<file path="src/rtl/fb_axi_writer.sv">
// Frame-buffer write master for one PS7 S_AXI_HP port (AXI3, 64-bit): buffers whole bursts and writes frames linearly from BASE.
// Optional feature macro FB_WRITER_ERR_EN: latch a non-OKAY BRESP on err_o until reset.
module fb_axi_writer #(
  parameter logic [31:0] BASE            = 32'h2000_0000,
  parameter int          FRAME_WORDS     = 259200,
  parameter int          BURST_LEN       = 16,
  parameter int          MAX_OUTSTANDING = 4
) (
  input  logic        clk_i,
  input  logic        rst_i,
  input  logic        wen_i,
  input  logic        sof_i,
  input  logic        in_valid_i,
  input  logic [63:0] in_data_i,
  output logic        ovf_o,
  output logic        err_o,
  output logic        m_axi_aclk,
  output logic        m_axi_awvalid,
  input  logic        m_axi_awready,
  output logic [31:0] m_axi_awaddr,
  output logic [3:0]  m_axi_awlen,
  output logic [2:0]  m_axi_awsize,
  output logic [1:0]  m_axi_awburst,
  output logic [3:0]  m_axi_awcache,
  output logic [5:0]  m_axi_awid,
  output logic [5:0]  m_axi_wid,
  output logic [1:0]  m_axi_awlock,
  output logic [2:0]  m_axi_awprot,
  output logic [3:0]  m_axi_awqos,
  output logic        m_axi_wvalid,
  input  logic        m_axi_wready,
  output logic [63:0] m_axi_wdata,
  output logic [7:0]  m_axi_wstrb,
  output logic        m_axi_wlast,
  input  logic        m_axi_bvalid,
  output logic        m_axi_bready,
  input  logic [1:0]  m_axi_bresp
);
  localparam int DEPTH = 2 * BURST_LEN;
  localparam int PW    = $clog2(DEPTH);
  localparam int SW    = PW + 1;
  localparam int CW    = $clog2(DEPTH + 1);
  localparam int OW    = $clog2(MAX_OUTSTANDING + 1);
  localparam int BW    = (BURST_LEN > 1) ? $clog2(BURST_LEN) : 1;

  typedef enum logic [1:0] {S_IDLE, S_AW, S_W} state_t;

  state_t        r_state;
  state_t        w_state_next;
  logic [63:0]   r_mem [DEPTH];
  logic [63:0]   r_head;
  logic [PW-1:0] r_wr_ptr;
  logic [PW-1:0] r_rd_ptr;
  logic [CW-1:0] r_count;
  logic [CW-1:0] r_committed;
  logic [BW-1:0] r_beat;
  logic [OW-1:0] r_outstanding;
  logic [28:0]   r_word_idx;
  logic [31:0]   r_awaddr;
  logic          r_ovf;

  logic          w_in_acc;
  logic          w_sof;
  logic          w_full;
  logic          w_push;
  logic          w_drop;
  logic          w_pop;
  logic          w_aw_hs;
  logic          w_last_beat;
  logic          w_issue;
  logic [CW-1:0] w_committable;
  logic [CW-1:0] w_count_next;
  logic [CW-1:0] w_committed_next;
  logic [SW-1:0] w_sof_sum;
  logic [PW-1:0] w_sof_wp;
  logic [PW-1:0] w_wr_base;
  logic [PW-1:0] w_rd_ptr_next;
  logic [28:0]   w_idx_inc;

  function automatic logic [PW-1:0] ptr_inc(input logic [PW-1:0] p);
    return (p == PW'(DEPTH - 1)) ? '0 : p + PW'(1);
  endfunction

  assign w_in_acc      = in_valid_i & wen_i;
  assign w_sof         = w_in_acc & sof_i;
  assign w_full        = (r_count == CW'(DEPTH));
  // Committed words never exceed one burst, so the sof word always has room.
  assign w_push        = w_in_acc & (w_sof | ~w_full);
  assign w_drop        = w_in_acc & ~w_sof & w_full;
  assign w_pop         = m_axi_wvalid & m_axi_wready;
  assign w_aw_hs       = m_axi_awvalid & m_axi_awready;
  assign w_last_beat   = (r_beat == BW'(BURST_LEN - 1));
  assign w_committable = r_count - r_committed;
  // A burst is never launched in a sof cycle: those uncommitted words are being thrown away.
  assign w_issue       = (r_state == S_IDLE) & ~w_sof
                       & (w_committable >= CW'(BURST_LEN))
                       & (r_outstanding < OW'(MAX_OUTSTANDING));

  // On sof the write pointer snaps back to just past the committed words.
  assign w_sof_sum     = {1'b0, r_rd_ptr} + SW'(r_committed);
  assign w_sof_wp      = (w_sof_sum >= SW'(DEPTH)) ? PW'(w_sof_sum - SW'(DEPTH)) : PW'(w_sof_sum);
  assign w_wr_base     = w_sof ? w_sof_wp : r_wr_ptr;
  assign w_rd_ptr_next = w_pop ? ptr_inc(r_rd_ptr) : r_rd_ptr;
  assign w_idx_inc     = r_word_idx + 29'(BURST_LEN);

  always_comb begin
    if (w_sof) begin
      w_count_next = r_committed - CW'(w_pop) + CW'(1);
    end else begin
      w_count_next = r_count + CW'(w_push) - CW'(w_pop);
    end
    w_committed_next = r_committed + (w_issue ? CW'(BURST_LEN) : '0) - CW'(w_pop);
  end

  always_ff @(posedge clk_i) begin
    if (rst_i) begin
      r_state <= S_IDLE;
    end else begin
      r_state <= w_state_next;
    end
  end

  always_comb begin
    w_state_next = r_state;
    case (r_state)
      S_IDLE:  if (w_issue) w_state_next = S_AW;
      S_AW:    if (m_axi_awready) w_state_next = S_W;
      S_W:     if (m_axi_wready && w_last_beat) w_state_next = S_IDLE;
      default: w_state_next = S_IDLE;
    endcase
  end

  always_comb begin
    m_axi_awvalid = 1'b0;
    m_axi_wvalid  = 1'b0;
    m_axi_wlast   = 1'b0;
    case (r_state)
      S_AW: m_axi_awvalid = 1'b1;
      S_W: begin
        m_axi_wvalid = 1'b1;
        m_axi_wlast  = w_last_beat;
      end
      default: ;
    endcase
  end

  // Registered read of the next head keeps wdata stable through wready stalls.
  always_ff @(posedge clk_i) begin
    if (w_push) r_mem[w_wr_base] <= in_data_i;
    r_head <= r_mem[w_rd_ptr_next];
  end

  always_ff @(posedge clk_i) begin
    if (rst_i) begin
      r_wr_ptr      <= '0;
      r_rd_ptr      <= '0;
      r_count       <= '0;
      r_committed   <= '0;
      r_beat        <= '0;
      r_outstanding <= '0;
      r_word_idx    <= '0;
      r_awaddr      <= BASE;
      r_ovf         <= 1'b0;
    end else begin
      r_count     <= w_count_next;
      r_committed <= w_committed_next;
      r_rd_ptr    <= w_rd_ptr_next;
      if (w_push) r_wr_ptr <= ptr_inc(w_wr_base);
      if (w_drop) r_ovf <= 1'b1;
      if (w_pop) r_beat <= w_last_beat ? '0 : r_beat + BW'(1);
      if (w_aw_hs && !(m_axi_bvalid && r_outstanding != '0)) begin
        r_outstanding <= r_outstanding + OW'(1);
      end else if (!w_aw_hs && m_axi_bvalid && r_outstanding != '0) begin
        r_outstanding <= r_outstanding - OW'(1);
      end
      if (w_sof) begin
        r_word_idx <= '0;
      end else if (w_issue) begin
        r_awaddr   <= BASE + {r_word_idx, 3'b000};
        r_word_idx <= (w_idx_inc == 29'(FRAME_WORDS)) ? '0 : w_idx_inc;
      end
    end
  end

`ifdef FB_WRITER_ERR_EN
  logic r_err;
  always_ff @(posedge clk_i) begin
    if (rst_i) begin
      r_err <= 1'b0;
    end else if (m_axi_bvalid && m_axi_bresp != 2'b00) begin
      r_err <= 1'b1;
    end
  end
  assign err_o = r_err;
`else
  logic w_unused;
  assign w_unused = ^m_axi_bresp;
  assign err_o    = 1'b0;
`endif

  assign ovf_o         = r_ovf;
  assign m_axi_aclk    = clk_i;
  assign m_axi_awaddr  = r_awaddr;
  assign m_axi_awlen   = 4'(BURST_LEN - 1);
  assign m_axi_awsize  = 3'b011;
  assign m_axi_awburst = 2'b01;
  assign m_axi_awcache = 4'b0011;
  assign m_axi_awid    = 6'd0;
  assign m_axi_wid     = 6'd0;
  assign m_axi_awlock  = 2'b00;
  assign m_axi_awprot  = 3'b000;
  assign m_axi_awqos   = 4'b0000;
  assign m_axi_wdata   = r_head;
  assign m_axi_wstrb   = 8'hFF;
  assign m_axi_bready  = 1'b1;

endmodule
</file>
<file path="config.mk">
export PLATFORM = sky130hd
export DESIGN_NAME = fb_axi_writer
export DESIGN_NICKNAME = d
export VERILOG_FILES = /design/src/rtl/fb_axi_writer.sv
export SDC_FILE = /design/constraint.sdc
export NUM_CORES = 2
export LEC_CHECK = 0
export BUFFER_PORTS_ARGS = -buffer_cell sky130_fd_sc_hd__buf_4
export CAP_MARGIN = 20
export CORE_MARGIN = 1.5
export CORE_UTILIZATION = 30
export CTS_BUF_LIST = sky130_fd_sc_hd__clkbuf_16
export DETAILED_ROUTE_END_ITERATION = 16
export PLACE_DENSITY = 0.43
export SYNTH_ARGS = -nofsm -noshare
export SYNTH_HDL_FRONTEND = slang
export SYNTH_SLANG_ARGS = --single-unit
</file>
<file path="constraint.sdc">
create_clock -name clk_i -period 10.5 [get_ports clk_i]
set_clock_uncertainty 0.15 [all_clocks]
set_input_delay 2.625 -clock clk_i [delete_from_list [all_inputs] [get_ports clk_i]]
set_output_delay 2.625 -clock clk_i [all_outputs]
set_load 0.02 [all_outputs]
</file>
; Yosys cells after proc, flatten, opt, wreduce, memory -nomap -nowiden
; Memory sizes are Yosys's and may differ from the RTL's. A register that Yosys moved wholly into a read port is not among the register bits.
; Index checks and enable logic that the tools add are counted.
[totals]
ff_bits = 93
mem_bits_rw = 2048
in_bits = 74
n_memories = 1
[classes]
add_sub_neg = 16
n_lt_le_gt_ge = 3
eq_ne = 10
n_mux = 20
bitwise = 13
reduce_logical = 13
[mem_list]
columns = memory, depth, word_bits, rd, rd_ports_with_merged_regs, write_ports, line_no
row1 = r_mem, 32, 64, 1, 1, 1, 50  ; logic [63:0] r_mem [DEPTH];
[ops]
columns = op, n
row1 = $add 30x32->32 const A, 1
row2 = $mux 5, 6
row3 = $add 29x5->29 const B, 1
row4 = $eq 29x18->1 const B, 1
row5 = $mux 29, 1
row6 = $sub 6x1->6, 3
row7 = $add 5x1->5 const B, 2
row8 = $and 1x1->1, 10
row9 = $eq 5x5->1 const B, 2
row10 = $add 5x6->6, 1
row11 = $add 6x1->6, 1
row12 = $add 6x1->6 const B, 1
row13 = $add 6x5->6, 1
row14 = $eq 6x6->1 const B, 1
row15 = $ge 6x5->1 const B, 1
row16 = $ge 6x6->1 const B, 1
row17 = $mux 2, 3
row18 = $mux 3, 2
row19 = $mux 6, 1
row20 = $ne 2x2->1 const B, 3
row21 = $pmux 2 s3, 1
row22 = $sub 6x6->6, 1
row23 = $logic_and 1x1->1, 5
row24 = $mux 1, 5
row25 = other kinds (18), 20

; Depth between registers and ports, before layout
[logic_depth]
depth_word = 9
mapped_depth = 16
mapped_depth_nobuf = 16

==> results.md <==
* Result of the run: finished clean
* Area occupied by registers at between 0.06 and 0.07 mm2
* Average cell area after synthesis at 20.9 um2
* Area of the die at between 0.2 and 0.3 mm2
* Vias at 40500
* Vias per Instance at between 4 and 5
* Post-Syn Instances at 4055
* Clock-pin slew on the worst setup and hold paths at roughly 0.060 ns
* Pre-Repair DR Iteration Count at 7
* Type of origin of the critical path: clock port
* Chip height at 534 um
* Count of hold buffers inserted by post-cts repair at 0
* Number of gates resized after cts at 0
* Vias in the first global route at about 43000
* Slew of the pin with the lowest slew margin at 1.33 ns
* Pins over their slew limit at 0
* Leak at around 30 nW
* Reg power frac at 0.496
* Slowest Stage Delay on Critical Path at roughly 0.14 ns
* Worst-skew pair later-pin latency at 1.04 ns
* Arrival time of the worst setup path at 5.66 ns
* Post-layout nets at 4463
* Mapped Area at about 0.085 mm2
* GRT Total Usage at 0.160
* Portion of total power attributed to combinational logic at 0.085
* Net switching share of the total power at 0.233
* Clock power frac at 0.419
* Endpoints failing hold at 0
* Fillers at 26100
* Data required time at the worst endpoint at 7.73 ns
* Class of the tightest hold or removal check: flop to flop
* Start point of the worst hold path: m_axi_awaddr[23]$_SDFFE_PP0P_
* Most common cell type on the critical path: sky130_fd_sc_hd__clkbuf_16
* Core box area at 0.280 mm2
* Number of synthesis warnings at 0
* Worst Path Class, Setup: clock port to primary output
* Maximum number of pins on one net before global-route repair at 111
* IO Port Bufs at 165
* List of cells traversed by the critical path: clkbuf_16, clkbuf_16, buf_4
* Share of flip-flops with an asynchronous set or reset at 0
* Worst path slowest cell: sky130_fd_sc_hd__buf_4
* # Max-Cap Violations at 0
* Global placement routability congestion at 0.730
* Summed negative setup slack over all endpoints at 0 ns
* TritonCTS clock tree: built
* DRC viols at 0
* Worst Path Buf+Inv at 3
* Endpoint kind of the worst setup timing path: primary output
* Synthesis-to-finish area growth at 16.1%
* Post-CTS setup buffer count at 0
* Register area share after synthesis at 0.761
* Cell row count at 194
* Max-slew headroom at the worst pin at 0.116
* Internal power of the cells at approximately 15 mW
* Top FF cell, synth: sky130_fd_sc_hd__edfxtp_1
* Cell class contributing the biggest share of worst-path delay: buffers and inverters
* Initial antenna violation count at 15
* Wirelength per Cell at around 28 um
* Wire length reported by the detailed router at 230000 um
* Peak supply drop at 0.156 mV
* Launching instance or port of the critical path: clk_i
* Power Density at 200 mW/mm2
* Largest fanout on the critical path at 4
* Startpoint of the most critical register-to-register path: r_rd_ptr[1]$_SDFF_PP0_
* Initial detailed-routing violation count at roughly 3400
* Global-route wire length before repair at 328000 um
* Leftover overflow at the end of global routing at 0
* Initial core utilization at 0.302
* Layout cell share with drive strength beyond 1 at 0.255
* Horiz. Die Dim at 534 um
* RSZ-0062 raised after global routing: false
* Sw power at 4.58 mW
* Final setup fails at 0
* Multi-input combinational cell area at approximately 0.019 mm2
* Number of placed I/O pins at 219
* Number of nets with antenna violations after detailed routing at 0
* HPWL after detailed placement at approximately 120000 um
* Synthesized flop and latch total at 2194
* Distinct cell type count after synthesis at 76
* Final Power at 19.7 mW
* Worst R2R Setup Slack at 5.74 ns
* Post-synth EDFFs at 2048
[cell families after synthesis]
family | share of synthesized area
multiplexers | 0.153
adder cells (fa/ha/maj) | 0.00671
other | 0.0000888
flip-flops | 0.761
buffers and inverters | 0.0195
AND/OR/NAND/NOR | 0.0287
XOR/XNOR | 0.00435
AO/OA/AOI/OAI | 0.0260
[sequential cells by signal, indices dropped and copies added, names as in the netlist]
name / cells
r_mem: 2048
r_state: 2
r_outstanding: 3
m_axi_wdata: 64
r_word_idx: 25
m_axi_awaddr: 25
r_count: 6
r_wr_ptr: 5
ovf_o: 1
r_beat: 4
r_rd_ptr: 5
r_committed: 6
[metrics by stage]
stage	cell area (um2)	utilization	worst slack (ns)	std cells	hold WS (ns)
after floorplan	84800	-	2.34	4104	0.281
final	98200	0.351	2.07	8284	0.306
after global placement	90400	0.323	2.34	7822	0.298
after detailed placement	90400	0.323	2.34	7822	0.298
after global routing	98200	0.351	2.06	8280	0.323
after CTS	98100	0.351	2.07	8277	0.307
[final cells by class]
type,count,area share
Inverter,25,0.000956
Timing Repair Buffer,261,0.0231
Clock buffer,246,0.0625
Tap cell,3724,0.0475
Sequential cell,2194,0.656
Multi-Input combinational cell,1618,0.194
Antenna cell,6,0.000153
Clock inverter,210,0.0161
[per-layer routing]
| layer | track usage | wire [um] | up-vias |
|---|---|---|---|
| li1 | - | - | 17300 |
| met1 | 0.224 | 105000 | 22100 |
| met2 | 0.263 | 111000 | 890 |
| met3 | 0.0237 | 10600 | 301 |
| met4 | 0.0361 | 4210 | 8 |
| met5 | 0 | 47 | - |
[path summary, 6_finish.rpt]
path                                         to  cells after the start
setup / recovery                     m_axi_aclk                      3
hold / removal    m_axi_awaddr[23]$_SDFFE_PP0P_                      2
setup reg to reg         m_axi_wdata[3]$_DFF_P_                     10
hold reg to reg   m_axi_awaddr[23]$_SDFFE_PP0P_                      2
[worst register-to-register path: cells and delay by family (launching register included)]
family / cells / cell delay (ns)
AO/OA/AOI/OAI: 3 / 1.98
multiplexers: 1 / 0.36
flip-flops: 1 / 0.40
AND/OR/NAND/NOR: 3 / 0.50
buffers and inverters: 1 / 0.69
adder cells (fa/ha/maj): 2 / 0.50
[power groups by stage]
stage	sequential [mW]	combinational, mW	clock (mW)
CTS	9.74	1.72	8.49
global route	9.75	1.86	8.80
detailed placement	9.93	1.72	0.0111
finish	9.74	1.68	8.24
floorplan	9.97	1.17	0.0111
global placement	9.93	1.72	0.0111
[Yosys cell counts (8+ instances only)]
library cell	instances	area [um2]
sky130_fd_sc_hd__nand3_1	18	90.1
sky130_fd_sc_hd__a211o_1	16	140
sky130_fd_sc_hd__nor2_1	90	338
sky130_fd_sc_hd__a32o_1	47	470
sky130_fd_sc_hd__nor4_1	13	81.3
sky130_fd_sc_hd__a311oi_1	8	70.1
sky130_fd_sc_hd__mux4_2	504	11400
sky130_fd_sc_hd__inv_1	23	86.3
sky130_fd_sc_hd__a221oi_1	36	315
sky130_fd_sc_hd__edfxtp_1	2048	61500
sky130_fd_sc_hd__nor3_1	16	80.1
sky130_fd_sc_hd__and3_1	17	106
sky130_fd_sc_hd__a21oi_1	79	395
sky130_fd_sc_hd__nand4_1	13	81.3
sky130_fd_sc_hd__o21ai_0	11	55.1
sky130_fd_sc_hd__mux2i_1	154	1540
sky130_fd_sc_hd__buf_4	78	586
sky130_fd_sc_hd__dfxtp_1	146	2920
sky130_fd_sc_hd__o22ai_1	8	50.1
sky130_fd_sc_hd__buf_6	15	169
sky130_fd_sc_hd__xor2_1	10	87.6
sky130_fd_sc_hd__a221oi_2	11	165
sky130_fd_sc_hd__ha_1	39	488
sky130_fd_sc_hd__buf_1	13	48.8
sky130_fd_sc_hd__clkbuf_1	52	195
sky130_fd_sc_hd__nand2_1	304	1140
sky130_fd_sc_hd__a31oi_1	12	75.1
sky130_fd_sc_hd__xnor2_1	32	280
sky130_fd_sc_hd__o211ai_1	8	60.1
sky130_fd_sc_hd__nor2b_1	11	68.8
sky130_fd_sc_hd__buf_2	106	531
[cell usage in the layout (no fill, tap or decap), types with 39 or more instances in the layout]
cell | Yosys | routed
sky130_fd_sc_hd__clkbuf_16 | 0 | 245
sky130_fd_sc_hd__ha_1 | 39 | 39
sky130_fd_sc_hd__mux4_2 | 504 | 504
sky130_fd_sc_hd__dfxtp_1 | 146 | 146
sky130_fd_sc_hd__edfxtp_1 | 2048 | 2048
sky130_fd_sc_hd__inv_1 | 23 | 97
sky130_fd_sc_hd__a21oi_1 | 79 | 79
sky130_fd_sc_hd__clkinv_1 | 1 | 61
sky130_fd_sc_hd__nand2_1 | 304 | 304
sky130_fd_sc_hd__buf_4 | 78 | 238
sky130_fd_sc_hd__mux2i_1 | 154 | 153
sky130_fd_sc_hd__nor2_1 | 90 | 54
sky130_fd_sc_hd__conb_1 | 2 | 51
sky130_fd_sc_hd__a32o_1 | 47 | 47
Power figures use the tool's default switching activity.
